$ cat src/rtl/vector_cache_pkg.sv
// Shared vector-cache types and constants.
// Defines the RAM write payload, the RAM select bit inside dest_ram_id,
// and the default south starvation bound.
package vector_cache_pkg;

  localparam int unsigned RAM_ID_W         = 2;
  localparam int unsigned ADDR_W           = 8;
  localparam int unsigned BE_W             = 4;
  localparam int unsigned DATA_W           = 32;
  localparam int unsigned RAM_SEL_BIT      = 0;
  localparam int unsigned SOUTH_STARVE_MAX = 4;

  typedef struct packed {
    logic [RAM_ID_W-1:0] dest_ram_id;
    logic [ADDR_W-1:0]   addr;
  } req_cmd_pld_t;

  typedef struct packed {
    req_cmd_pld_t    req_cmd_pld;
    logic [BE_W-1:0] be;
  } write_cmd_t;

  typedef struct packed {
    write_cmd_t        write_cmd;
    logic [DATA_W-1:0] data;
  } write_ram_pld_t;

endpackage

$ cat src/rtl/south_write_arb_lane.sv
// One south lane: arbitrates LFDB refill vs south write onto the lane's
// even/odd RAM slot pair, tracks south starvation, and owns both slots.
// Ports: lfdb/south vld/pld in, rdy out (combinational grants);
//        ram_vld/ram_pld registered slots, ram_rdy in; conflict_c pulse out.
module south_write_arb_lane
  import vector_cache_pkg::*;
#(
  parameter int unsigned STARVE_MAX = SOUTH_STARVE_MAX
) (
  input  logic           clk,
  input  logic           rst_n,
  input  logic           lfdb_vld,
  input  write_ram_pld_t lfdb_pld,
  output logic           lfdb_rdy,
  input  logic           south_vld,
  input  write_ram_pld_t south_pld,
  output logic           south_rdy,
  output logic [1:0]     ram_vld,
  output write_ram_pld_t ram_pld [2],
  input  logic [1:0]     ram_rdy,
  output logic           conflict_c
);

  localparam int unsigned SW = $clog2(STARVE_MAX + 1);

  logic [SW-1:0]  starve_q, starve_d;
  logic [1:0]     ram_vld_q, ram_vld_d;
  write_ram_pld_t ram_pld_q [2];
  write_ram_pld_t ram_pld_d [2];

  logic       t_l, t_s, same_c, lfdb_gnt, south_gnt;
  logic [1:0] free_c;

  // Grant selection, starvation tracking and slot next-state.
  always_comb begin
    t_l        = lfdb_pld.write_cmd.req_cmd_pld.dest_ram_id[RAM_SEL_BIT];
    t_s        = south_pld.write_cmd.req_cmd_pld.dest_ram_id[RAM_SEL_BIT];
    free_c     = ~ram_vld_q | ram_rdy;
    same_c     = lfdb_vld & south_vld & (t_l == t_s);
    lfdb_gnt   = 1'b0;
    south_gnt  = 1'b0;
    conflict_c = 1'b0;
    starve_d   = starve_q;
    ram_vld_d  = ram_vld_q;
    ram_pld_d  = ram_pld_q;

    if (same_c) begin
      // A busy slot stalls both sides without counting as a conflict.
      if (free_c[t_l]) begin
        conflict_c = 1'b1;
        if (starve_q == SW'(STARVE_MAX)) south_gnt = 1'b1;
        else                             lfdb_gnt  = 1'b1;
      end
    end else begin
      lfdb_gnt  = lfdb_vld  & free_c[t_l];
      south_gnt = south_vld & free_c[t_s];
    end

    if (south_gnt) begin
      starve_d = '0;
    end else if (conflict_c && (starve_q != SW'(STARVE_MAX))) begin
      starve_d = starve_q + SW'(1);
    end

    for (int k = 0; k < 2; k++) begin
      if (lfdb_gnt && (t_l == 1'(k))) begin
        ram_vld_d[k] = 1'b1;
        ram_pld_d[k] = lfdb_pld;
      end else if (south_gnt && (t_s == 1'(k))) begin
        ram_vld_d[k] = 1'b1;
        ram_pld_d[k] = south_pld;
      end else if (ram_rdy[k]) begin
        ram_vld_d[k] = 1'b0;
      end
    end
  end

  // Lane state registers.
  always_ff @(posedge clk or negedge rst_n) begin
    if (!rst_n) begin
      starve_q  <= '0;
      ram_vld_q <= '0;
      ram_pld_q <= '{default: '0};
    end else begin
      starve_q  <= starve_d;
      ram_vld_q <= ram_vld_d;
      ram_pld_q <= ram_pld_d;
    end
  end

  assign lfdb_rdy  = lfdb_gnt;
  assign south_rdy = south_gnt;
  assign ram_vld   = ram_vld_q;
  assign ram_pld   = ram_pld_q;

endmodule

$ cat src/rtl/south_write_arb.sv
// South write channel arbiter: one lane arbiter per south lane driving
// RAM slots 2i/2i+1, plus a saturating conflict counter for perf monitoring.
// Ports: lfdb_*/south_* request channels per lane, ram_* write ports per RAM,
//        conflict_cnt 16-bit saturating conflict count.
module south_write_arb
  import vector_cache_pkg::*;
#(
  parameter int unsigned LANE_NUM   = 4,
  parameter int unsigned STARVE_MAX = SOUTH_STARVE_MAX
) (
  input  logic                  clk,
  input  logic                  rst_n,
  input  logic [LANE_NUM-1:0]   lfdb_vld,
  input  write_ram_pld_t        lfdb_pld [LANE_NUM],
  output logic [LANE_NUM-1:0]   lfdb_rdy,
  input  logic [LANE_NUM-1:0]   south_vld,
  input  write_ram_pld_t        south_pld [LANE_NUM],
  output logic [LANE_NUM-1:0]   south_rdy,
  output logic [2*LANE_NUM-1:0] ram_vld,
  output write_ram_pld_t        ram_pld [2*LANE_NUM],
  input  logic [2*LANE_NUM-1:0] ram_rdy,
  output logic [15:0]           conflict_cnt
);

  localparam int unsigned CW   = 16;
  localparam int unsigned SUMW = $clog2(LANE_NUM + 1);

  logic [LANE_NUM-1:0] conflict_c;
  write_ram_pld_t      lane_pld [LANE_NUM][2];
  logic [SUMW-1:0]     conf_sum_c;
  logic [CW:0]         cnt_sum_c;
  logic [CW-1:0]       cnt_q, cnt_d;

  for (genvar i = 0; i < LANE_NUM; i++) begin : g_lane
    south_write_arb_lane #(.STARVE_MAX(STARVE_MAX)) u_lane (
      .clk        (clk),
      .rst_n      (rst_n),
      .lfdb_vld   (lfdb_vld[i]),
      .lfdb_pld   (lfdb_pld[i]),
      .lfdb_rdy   (lfdb_rdy[i]),
      .south_vld  (south_vld[i]),
      .south_pld  (south_pld[i]),
      .south_rdy  (south_rdy[i]),
      .ram_vld    (ram_vld[2*i +: 2]),
      .ram_pld    (lane_pld[i]),
      .ram_rdy    (ram_rdy[2*i +: 2]),
      .conflict_c (conflict_c[i])
    );
    assign ram_pld[2*i]   = lane_pld[i][0];
    assign ram_pld[2*i+1] = lane_pld[i][1];
  end

  // Sum per-lane conflict pulses; the extra sum bit flags saturation.
  always_comb begin
    conf_sum_c = '0;
    for (int i = 0; i < LANE_NUM; i++) begin
      conf_sum_c = conf_sum_c + SUMW'(conflict_c[i]);
    end
    cnt_sum_c = {1'b0, cnt_q} + (CW+1)'(conf_sum_c);
    cnt_d     = cnt_sum_c[CW] ? {CW{1'b1}} : cnt_sum_c[CW-1:0];
  end

  always_ff @(posedge clk or negedge rst_n) begin
    if (!rst_n) cnt_q <= '0;
    else        cnt_q <= cnt_d;
  end

  assign conflict_cnt = cnt_q;

endmodule

$ cat config.mk
export PLATFORM = sky130hd
export DESIGN_NAME = south_write_arb
export DESIGN_NICKNAME = d
export VERILOG_FILES = /design/src/rtl/vector_cache_pkg.sv /design/src/rtl/south_write_arb_lane.sv /design/src/rtl/south_write_arb.sv
export SDC_FILE = /design/constraint.sdc
export NUM_CORES = 1
export LEC_CHECK = 0
export CAP_MARGIN = 0
export CORE_AREA = 2 2 302 304
export DETAILED_ROUTE_END_ITERATION = 8
export DIE_AREA = 0 0 304 306
export PLACE_DENSITY = 0.54
export SLEW_MARGIN = 20
export SYNTH_ARGS = -nofsm -noshare
export SYNTH_HDL_FRONTEND = slang
export SYNTH_SLANG_ARGS = --single-unit
$ cat constraint.sdc
create_clock -name clk -period 2.83 [get_ports clk]
set_input_delay 0.4245 -clock clk [delete_from_list [all_inputs] [get_ports clk]]
set_output_delay 0.4245 -clock clk [all_outputs]
set_load 0.05 [all_outputs]
==> results.py, run 1 <==
metrics = {
    "timing": {
        "fmax_ghz": 0.353,
        "period_share": 1.00,
        "period_needed_ns": 2.83,
        "final.setup.worst_slack_ns": -0.0000684,
        "worst_pin_slew_ns": 0.971,
        "tns_ns": -0.0000684,
        "slew-limit-headroom": 0.352,
        "rsz0062_at_grt": "true",
        "hold_violations": 0,
        "slew_viol_final": 0,
        "holdWs_ns": 0.410,
        "setup_viol": 1,
        "finClkSkew_ns": 0.0189,
    },
    "floorplanning": {
        "core_um2": 89600,
        "fp-row-count": 110,
        "die_x_um": 304,
        "dieArea_um2": 93000,
        "start_util": 0.220,
        "io_pins": 786,
        "die_h_um": 306,
    },
    "logic_synthesis": {
        "ys_async_sr_fraction": 1.00,
        "synth_fa_ha_area_frac": 0.00875,
        "syn-num-nets": 2696,
        "synthMuxAreaShare": 0.00393,
        "synth_xor_area_frac": 0.00710,
        "netlist-cell-type-count": 41,
        "synth-edff-count": 0,
        "synthSimpleGateAreaFrac": 0.188,
        "mappedNetlistArea_um2": 19700,
        "ys_ff_latch": 404,
        "synth_flop_cell": "dfrtp_1",
        "avgSynthCellArea_um2": 8.59,
        "synth_top_family_by_area": "compound AO/OA/AOI/OAI gates",
        "yosysSeqAreaShare": 0.512,
        "synthCells": 2298,
        "synth_compound_area_frac": 0.218,
        "yosys_warnings": 0,
    },
    "setup_path": {
        "r2r_cells": 13,
        "max_stage_delay_ns": 0.46,
        "critical_path.startpoint": "lfdb_pld[90]",
        "worst_r2r_endpoint": "conflict_cnt[2]$_DFF_PN0_",
        "crit_family": "adder cells",
        "cp_num_cells": 14,
        "cp-endpoint": "conflict_cnt[2]$_DFF_PN0_",
        "slowest_stage": "fa_1",
        "r2r_start": "g_lane[0].u_lane.ram_vld[0]$_DFFE_PN0P_",
        "rrSetupSlack_ns": 0.03,
        "worstPathMaxFanout": 6,
        "critical_path.endpoint_type": "flop",
        "cp.arrival_ns": 3.35,
        "crit_buf_inv": 3,
        "path_cells": "clkdlybuf4s50_1, xnor2_1, nand2_1, or2_4, fa_1, fa_2, inv_2, fa_2, and2_4, nand3_4, nor2_4, nand3_4, buf_6, o21ai_2",
        "cp-start-kind": "input pin",
        "crit_required_ns": 3.35,
        "crit_type": "input pin to flop",
    },
    "place": {
        "dp_hpwl_mm": 59.8,
        "port_buffers": 785,
        "post-place-cells": 4127,
        "gp_congestion": 0.833,
        "placed_area_um2": 29500,
    },
    "global_routing": {
        "grt_max_degree": 94,
        "first_global_vias": 20100,
        "grt.met2_usage": 0.281,
        "grt_pass1_wl_mm": 128,
        "met1_usage": 0.216,
        "antenna_found_initial": 9,
        "top_usage_layer": "met2",
        "use_met3": 0.0547,
        "grt_use_total": 0.174,
        "grt-ovfl-total": 0,
    },
    "drt": {
        "routed_via_density": 4.91,
        "drtPass1Iterations": 5,
        "antenna_left": 0,
        "drtIter0Drc": 1802,
        "wl_per_cell_um": 20.2,
        "drc": 0,
        "num_vias": 20800,
        "wl_mm": 85.3,
    },
    "power_and_ir_drop": {
        "max-vdd-ir-drop_mv": 0.396,
        "p_leak_nw": 12.0,
        "power_density_nw_per_um2": 817,
        "power.total_mw": 25.5,
    },
    "layout": {
        "design_area_um2": 31200,
        "drive_above_1_share": 0.0831,
        "final_nets": 3407,
        "final_cell_mix": "clkdlybuf4s50_1 (771), dfrtp_1 (400), nor2_1 (378)",
        "fin_cells": 4228,
        "final_common_cell": "clkdlybuf4s50_1",
        "area_delta_synth_final_pct": 58.2,
    },
    "cts": {
        "clk_path_buf_depth": 3,
        "cts.sinks": 404,
        "root_buffer": "clkbuf_16",
        "clkTransAtPathRegs_ns": 0.06,
        "clk-insertion-delay-late_ns": 0.60,
        "cts_buffers": 50,
        "cts_max_level": 2,
        "cts_tree": "yes",
    },
    "run": {
        "cap_violations": 0,
    },
    "worst_hold_path": {
        "hp-class": "input pin to async pin",
    },
    "run_status": {
        "status": "finished with violations",
        "failed_checks": "setup timing",
    },
}
## repair_timing
item	4_1_cts	5_1_grt
resized for setup	7	11
pin swaps	4	2
hold endpoints to repair	37	0
buffers inserted	2	3
setup endpoints to repair	15	18
hold buffers	1	0
## cells by family after synthesis
group / Yosys count
AO/OA/AOI/OAI: 754
XOR/XNOR: 16
adder cells (fa/ha/maj): 12
buffers and inverters: 279
flip-flops: 404
multiplexers: 7
AND/OR/NAND/NOR: 826
## cell usage after synthesis, types with 3 or more instances
library cell / count / area [um2]
a21oi_1: 5 / 25.0
a22o_1: 4 / 35.0
a31oi_1: 360 / 2250
and2_1: 6 / 37.5
and3_1: 5 / 31.3
buf_1: 6 / 22.5
buf_2: 42 / 210
buf_4: 15 / 113
buf_6: 8 / 90.1
clkbuf_1: 175 / 657
dfrtp_1: 404 / 10100
fa_1: 3 / 60.1
ha_1: 9 / 113
inv_1: 29 / 109
mux2_2: 6 / 67.6
nand2_1: 26 / 97.6
nand2b_1: 9 / 56.3
nand3_1: 370 / 1850
nand3b_1: 7 / 52.6
nand4_1: 7 / 43.8
nand4b_1: 3 / 26.3
nor2_1: 379 / 1420
nor2b_1: 4 / 25.0
o211ai_1: 15 / 113
o21ai_0: 361 / 1810
o22a_1: 4 / 35.0
or2_2: 4 / 25.0
xnor2_1: 12 / 105
xor2_1: 4 / 35.0
## worst min path at each step
stage | from | endpoint | slack (ns) | depth (start not counted)
finish | rst_n | g_lane[1].u_lane.ram_pld[16]$_DFFE_PN0P_ | 0.41 | 2
global route | lfdb_pld[159] | g_lane[0].u_lane.ram_pld[67]$_DFFE_PN0P_ | 0.39 | 3
CTS | lfdb_pld[146] | g_lane[0].u_lane.ram_pld[8]$_DFFE_PN0P_ | 0.36 | 3
detailed placement | rst_n | g_lane[1].u_lane.ram_pld[16]$_DFFE_PN0P_ | 0.45 | 1
global placement | rst_n | g_lane[1].u_lane.ram_pld[16]$_DFFE_PN0P_ | 0.45 | 1
floorplan | rst_n | conflict_cnt[0]$_DFF_PN0_ | 0.13 | 0
## stage by stage
stage / setup slack (ns) / utilization
after detailed placement: -0.690 / 0.329
after floorplan: 0.00482 / -
after global routing: -0.115 / 0.348
after CTS: -0.00895 / 0.348
after global placement: -0.659 / 0.329
final: -0.0000684 / 0.349
## flip-flops by register name (all words and copies together), names as in the netlist
signal / cells
g_lane.u_lane.ram_pld: 368
conflict_cnt: 16
g_lane.u_lane.starve_q: 12
g_lane.u_lane.ram_vld: 8
## metal layers
metal / share of wire / vias to the layer above
met4: 0.039 / 10
met5: 0.00081 / -
met2: 0.47 / 805
met1: 0.41 / 10100
met3: 0.082 / 149
li1: - / 9709
## final cells by class
cell class                      instances  area [um2]
Fill cell                            9204       58400
Sequential cell                       404       10100
Timing Repair Buffer                  908        9360
Multi-Input combinational cell       1615        8530
Clock buffer                           79        1480
Tap cell                             1176        1470
Clock inverter                         10         143
Inverter                               30         115
Antenna cell                            6        15.0
## report_power, final
part	internal (mW)	switching, mW
Clock	3.76	2.70
Sequential	7.05	0.765
Combinational	3.79	7.43
No activity file was read; power rests on OpenSTA's default activity.
==> run 2: changes to the inputs <==
--- a/config.mk
+++ b/config.mk
@@ -5,11 +5,14 @@
 export SDC_FILE = /design/constraint.sdc
 export NUM_CORES = 1
 export LEC_CHECK = 0
+export ABC_CLOCK_PERIOD_IN_PS = 2830
 export CAP_MARGIN = 0
-export CORE_AREA = 2 2 302 304
+export CORE_AREA = 2 2 308 310
 export DETAILED_ROUTE_END_ITERATION = 8
-export DIE_AREA = 0 0 304 306
-export PLACE_DENSITY = 0.54
+export DIE_AREA = 0 0 310 312
+export DONT_BUFFER_PORTS = 1
+export GPL_ROUTABILITY_DRIVEN = 1
+export PLACE_DENSITY = 0.41
 export SLEW_MARGIN = 20
 export SYNTH_ARGS = -nofsm -noshare
 export SYNTH_HDL_FRONTEND = slang
==> run 2 against run 1 <==
  * Largest cell class unchanged
  * Count of clock-buffer cells in the layout is 5 lower
  * Global-route usage is 0.81 points higher
  * Register-to-register slack worse by 0.09 ns
  * Die area is 4.0% higher
  * Sequential cell count stayed put
  * Clock skew is 0.0088 ns higher
  * Maximum frequency is 2.1% lower
  * First-iteration DRC count is 0.83% higher
  * Setup slack worse by 0.061 ns
  * The flow finishes with violations (hold timing, setup timing)
==> results.py, run 2 (same netlist as run 1, synthesis figures left out) <==
metrics = {
    "layout": {
        "fin_util": 0.308,
        "fill_cells": 9719,
        "final_cell_mix": "dlygate4sd3_1 (534), dfrtp_1 (400), nor2_1 (377)",
        "largest_reg_flops": 368,
        "final_common_cell": "dlygate4sd3_1",
        "drive_above_1_share": 0.0880,
        "area_delta_synth_final_pct": 45.1,
        "final_nets": 3147,
        "fin_cells": 4044,
    },
    "drt": {
        "routed_via_density": 5.21,
        "wl_per_cell_um": 23.0,
        "wl_mm": 93.2,
        "drtPass1Iterations": 8,
        "drc": 0,
        "drtIter0Drc": 1817,
        "antenna_left": 0,
        "num_vias": 21100,
    },
    "setup_path": {
        "worstPathMaxFanout": 4,
        "path_cells": "nand2b_4, o211ai_1, or2_4, fa_1, fa_2, inv_2, fa_2, and2_4, buf_4, nand4_1, mux2_2",
        "max_stage_delay_ns": 0.51,
        "cp.arrival_ns": 3.38,
        "cp-start-kind": "flop",
        "crit_required_ns": 3.31,
        "crit_type": "flop to flop",
        "critical_path.endpoint_type": "flop",
        "crit_path_frequent_cell": "fa_2",
        "slowest_stage": "fa_1",
    },
    "power_and_ir_drop": {
        "pwr-share-seq": 0.530,
        "power.share.clock": 0.276,
        "power_density_nw_per_um2": 829,
        "cellInternalPower_mw": 12.9,
        "power.switching_mw": 10.8,
        "swShare": 0.455,
        "comb_power_share": 0.194,
        "max-vdd-ir-drop_mv": 0.534,
        "p_leak_nw": 11.0,
    },
    "run": {
        "cap_violations": 0,
    },
    "timing": {
        "period_needed_ns": 2.89,
        "worst_pin_slew_ns": 1.03,
        "finClkSkew_ns": 0.0277,
        "slew_viol_final": 0,
        "rsz0062_at_grt": "true",
        "setup_viol": 11,
        "hold_violations": 404,
        "holdWs_ns": -0.507,
        "slew-limit-headroom": 0.314,
        "final.setup.worst_slack_ns": -0.0607,
        "period_share": 1.02,
        "fmax_ghz": 0.346,
    },
    "floorplanning": {
        "die_x_um": 310,
        "start_util": 0.212,
        "core_um2": 93000,
        "fp-row-count": 112,
        "dieArea_um2": 96700,
        "io_pins": 786,
        "die_h_um": 312,
    },
    "worst_hold_path": {
        "hp-class": "input pin to async pin",
    },
    "global_routing": {
        "grt-ovfl-total": 0,
        "grt_pass1_wl_mm": 137,
        "grt_use_total": 0.182,
        "antenna_found_initial": 8,
        "first_global_vias": 21200,
        "grt_max_degree": 405,
    },
    "cts": {
        "cts_max_level": 2,
        "cts.sinks": 404,
        "cts_buffers": 51,
        "ctsHoldBuffers": 537,
        "clk-insertion-delay-late_ns": 0.62,
        "root_buffer": "clkbuf_16",
        "clkTransAtPathRegs_ns": 0.06,
        "cts_tree": "yes",
        "clk_path_buf_depth": 3,
    },
    "place": {
        "gp_congestion": 0.908,
        "post-place-cells": 3398,
        "dp_hpwl_mm": 58.5,
        "port_buffers": 0,
    },
    "run_status": {
        "failed_checks": "hold timing, setup timing",
        "status": "finished with violations",
    },
}
-- run 2: changes by cell type in the layout (fill, tap and decap cells not counted), moves of 4 or more --
| cell | before | now |
|---|---|---|
| buf_12 | 48 | 21 |
| buf_2 | 4 | 0 |
| buf_6 | 3 | 10 |
| clkbuf_1 | 17 | 10 |
| clkdlybuf4s50_1 | 771 | 0 |
| clkinv_2 | 4 | 10 |
| dlygate4sd3_1 | 1 | 534 |
| nand2_1 | 21 | 16 |
| nand2_2 | 5 | 9 |
-- run 2: path summary, 6_finish.rpt --
kind | startpoint | to | slack (ns) | cells after the start
max in group asynchronous | rst_n | g_lane[2].u_lane.ram_vld[0]$_DFFE_PN0P_ | 2.42 | 0
worst max register to register | g_lane[0].u_lane.ram_vld[0]$_DFFE_PN0P_ | conflict_cnt[12]$_DFF_PN0_ | -0.06 | 11
min in group clk | ram_rdy[3] | g_lane[1].u_lane.ram_vld[1]$_DFFE_PN0P_ | 0.07 | 2
worst min-delay path | rst_n | g_lane[0].u_lane.ram_vld[0]$_DFFE_PN0P_ | -0.51 | 0
worst max-delay path | g_lane[0].u_lane.ram_vld[0]$_DFFE_PN0P_ | conflict_cnt[12]$_DFF_PN0_ | -0.06 | 11
worst min register to register | g_lane[1].u_lane.starve_q[1]$_DFFE_PN0P_ | g_lane[1].u_lane.starve_q[1]$_DFFE_PN0P_ | 0.54 | 1
-- run 2: what timing repair did --
item                       4_1_cts  5_1_grt
cloned                           2        1
setup endpoints to repair       18       90
setup buffers                    3        9
resized for setup               20       25
hold endpoints to repair       764      404
pin swaps                        6        4
-- run 2: layout make-up --
| type | instances | area (um2) | area share |
|---|---|---|---|
| Clock inverter | 14 | 145 | 0.00507 |
| Tap cell | 1254 | 1570 | 0.0548 |
| Clock buffer | 74 | 1500 | 0.0525 |
| Timing Repair Buffer | 647 | 6580 | 0.230 |
| Inverter | 30 | 128 | 0.00446 |
| Multi-Input combinational cell | 1615 | 8580 | 0.299 |
| Antenna cell | 6 | 15.0 | 0.000524 |
| Sequential cell | 404 | 10100 | 0.353 |
-- run 2: critical path, delay by kind of cell, from the launching register on --
family	cells	cell delay (ns)
AOI/OAI and AO/OA	1	0.11
muxes	1	0.33
and+or+nand+nor	4	0.64
adders and majority gates	3	1.06
buffers and inverters	2	0.18
DFF	1	0.42
-- run 2: power groups by stage --
stage	clock network (mW)	registers [mW]	logic (mW)
6_report	6.54	12.6	4.61
5_1_grt	6.94	12.7	5.06
4_1_cts	6.70	12.6	4.48
3_3_place_gp	0	12.7	3.05
3_5_place_dp	0	12.7	3.16
2_1_floorplan	0	12.2	2.18
-- run 2: stage by stage --
step           total power, mW  instance area (um2)  worst slack (ns)  setup TNS (ns)  hold slack, ns
5_1_grt                   24.7                28600            -0.164           -2.03          -0.553
3_5_place_dp              15.8                21200            -0.235           -2.62           0.138
2_1_floorplan             14.4                19800           0.00482               0           0.129
6_report                  23.7                28600           -0.0607          -0.368          -0.507
3_3_place_gp              15.7                21200            -0.189           -1.93           0.143
4_1_cts                   23.8                28400           -0.0594          -0.392          -0.550
-- run 2: per-layer routing --
metal / global-route usage / share of wire / up-vias
li1: - / - / 9206
met1: 0.203 / 0.36 / 10400
met2: 0.303 / 0.48 / 1170
met3: 0.0659 / 0.11 / 272
met4: 0.0954 / 0.056 / 4
met5: 0 / 0.00024 / -
==> run 3: changes to the inputs <==
--- a/config.mk
+++ b/config.mk
@@ -5,11 +5,11 @@
 export SDC_FILE = /design/constraint.sdc
 export NUM_CORES = 1
 export LEC_CHECK = 0
-export ABC_CLOCK_PERIOD_IN_PS = 2830
+export ABC_CLOCK_PERIOD_IN_PS = 3000
 export CAP_MARGIN = 0
-export CORE_AREA = 2 2 308 310
+export CORE_AREA = 2 2 302 304
 export DETAILED_ROUTE_END_ITERATION = 8
-export DIE_AREA = 0 0 310 312
+export DIE_AREA = 0 0 304 306
 export DONT_BUFFER_PORTS = 1
 export GPL_ROUTABILITY_DRIVEN = 1
 export PLACE_DENSITY = 0.41
==> constraint.sdc (replaced) <==
create_clock -name clk -period 3 [get_ports clk]
set_input_delay 0.45 -clock clk [delete_from_list [all_inputs] [get_ports clk]]
set_output_delay 0.45 -clock clk [all_outputs]
set_load 0.05 [all_outputs]
==> run 3 against run 2 <==
  * The flow finishes with violations (hold timing, slew limit)
  * Highest routed layer unchanged
  * Count of clock-buffer cells in the layout up 4
  * Sequential cell count is the same
  * Sequential power shrank 6%
  * Non-clock buffer count fell by 93
  * Utilization shrank 0.12 points
  * Final cell count shrank 4.2%
  * Die area shrank 3.8%
==> results.py, run 3 (same netlist as run 1, synthesis figures left out) <==
metrics = {
    "run_status": {
        "status": "finished with violations",
        "failed_checks": "hold timing, slew limit",
    },
    "drt": {
        "drtPass1Iterations": 6,
        "drc": 0,
        "antenna_left": 0,
        "num_vias": 20600,
        "wl_per_cell_um": 23.2,
        "wl_mm": 89.8,
        "drtIter0Drc": 1980,
        "routed_via_density": 5.33,
    },
    "power_and_ir_drop": {
        "power.share.clock": 0.284,
        "swShare": 0.451,
        "max-vdd-ir-drop_mv": 0.403,
        "pwr-share-seq": 0.533,
        "power_density_nw_per_um2": 810,
        "cellInternalPower_mw": 12.2,
        "power.switching_mw": 10.0,
        "comb_power_share": 0.184,
        "p_leak_nw": 10.5,
    },
    "cts": {
        "cts_buffers": 51,
        "cts_max_level": 2,
        "clkTransAtPathRegs_ns": 0.06,
        "post_cts_buffers": 0,
        "root_buffer": "clkbuf_16",
        "clk_path_buf_depth": 3,
        "cts.sinks": 404,
        "cts_tree": "yes",
        "ctsHoldBuffers": 477,
        "clk-insertion-delay-late_ns": 0.59,
    },
    "run": {
        "cap_violations": 0,
    },
    "floorplanning": {
        "die_x_um": 304,
        "core_um2": 89600,
        "die_h_um": 306,
        "io_pins": 786,
        "dieArea_um2": 93000,
        "fp-row-count": 110,
        "start_util": 0.220,
    },
    "timing": {
        "fmax_ghz": 0.351,
        "final.setup.worst_slack_ns": 0.151,
        "period_share": 0.950,
        "worst_pin_slew_ns": 1.91,
        "slew_viol_final": 127,
        "holdWs_ns": -0.434,
        "rsz0062_at_grt": "false",
        "slew-limit-headroom": -0.275,
        "hold_violations": 401,
        "finClkSkew_ns": 0.0162,
        "period_needed_ns": 2.85,
        "setup_viol": 0,
    },
    "layout": {
        "area_delta_synth_final_pct": 39.1,
        "largest_reg_flops": 368,
        "drive_above_1_share": 0.0738,
        "final_common_cell": "dlygate4sd3_1",
        "fin_cells": 3875,
        "final_nets": 3054,
        "fill_cells": 9385,
        "final_cell_mix": "dlygate4sd3_1 (475), dfrtp_1 (400), nor2_1 (378)",
    },
    "setup_path": {
        "cp-start-kind": "flop",
        "crit_required_ns": 2.55,
        "worstPathMaxFanout": 93,
        "crit_type": "flop to output pin",
        "cp.arrival_ns": 2.40,
        "rrSetupSlack_ns": 0.16,
        "critical_path.endpoint_type": "output pin",
    },
    "worst_hold_path": {
        "hp-class": "input pin to async pin",
    },
    "global_routing": {
        "grt_use_total": 0.184,
        "first_global_vias": 20400,
        "grt_max_degree": 405,
        "grt-ovfl-total": 0,
        "antenna_found_initial": 4,
        "grt_pass1_wl_mm": 134,
    },
    "place": {
        "gp_congestion": 0.904,
        "port_buffers": 0,
        "pre_cts_ws_ns": -0.173,
        "dp_hpwl_mm": 57.4,
        "post-place-cells": 3302,
    },
}
-- run 3: area by class of cell --
cell class,instances,area (um2),share of cell area
tap,1176,1470,0.0536
clock inverter,14,140,0.00510
sequential,404,10100,0.368
antenna,4,10.0,0.000364
timing repair buffer,554,5560,0.203
multi-input combinational,1615,8490,0.309
clock buffer,78,1560,0.0567
inverter,30,120,0.00437
-- run 3: worst paths after layout --
path	from	endpoint	cells past startpoint
max in group asynchronous	rst_n	g_lane[3].u_lane.ram_pld[54]$_DFFE_PN0P_	0
hold / removal	rst_n	g_lane[1].u_lane.ram_pld[0]$_DFFE_PN0P_	0
min in group clk	south_pld[82]	g_lane[2].u_lane.ram_pld[82]$_DFFE_PN0P_	2
setup reg to reg	g_lane[0].u_lane.ram_vld[0]$_DFFE_PN0P_	conflict_cnt[2]$_DFF_PN0_	13
hold reg to reg	g_lane[2].u_lane.starve_q[1]$_DFFE_PN0P_	g_lane[2].u_lane.starve_q[1]$_DFFE_PN0P_	1
setup / recovery	g_lane[0].u_lane.ram_vld[1]$_DFFE_PN0P_	south_rdy[0]	6
-- run 3: metal layers --
metal / up-vias / global-route usage / routed length [um]
met4: 2 / 0.0827 / 4430
met3: 247 / 0.0625 / 8980
li1: 9016 / - / -
met5: - / 0 / 17
met2: 1134 / 0.308 / 42900
met1: 10200 / 0.214 / 33500
-- run 3: stage by stage --
stage                      util  cell area (um2)  hold slack (ns)  TNS [ns]  power, mW
after floorplan               -            19800            0.154         0       13.6
after global placement    0.234            20900            0.169     -1.95       14.8
after detailed placement  0.234            20900            0.168     -2.12       14.9
after CTS                 0.306            27400           -0.482         0       22.4
after global routing      0.306            27500           -0.471         0       23.2
final                     0.307            27500           -0.434         0       22.2
-- run 3: what timing repair did --
action,4_1_cts,5_1_grt
pin swaps,0,4
endpoints found under the hold margin,749,404
setup endpoints to repair,16,74
gates resized for setup,2,7
-- run 3: critical path, cell delays in order, from the launching register on --
cell and delay, ns:
dfrtp_2 0.40, buf_4 0.19, nand3b_1 0.11, o211ai_1 0.22
o22a_2 0.36, inv_2 0.10, buf_12 0.37
-- run 3: power groups by stage --
stage | Combinational, mW | Clock [mW] | Sequential, mW
after floorplan | 2.06 | 0 | 11.5
after global placement | 2.89 | 0 | 12.0
after detailed placement | 2.99 | 0 | 11.9
after CTS | 4.06 | 6.50 | 11.8
after global routing | 4.53 | 6.74 | 11.9
final | 4.09 | 6.30 | 11.8
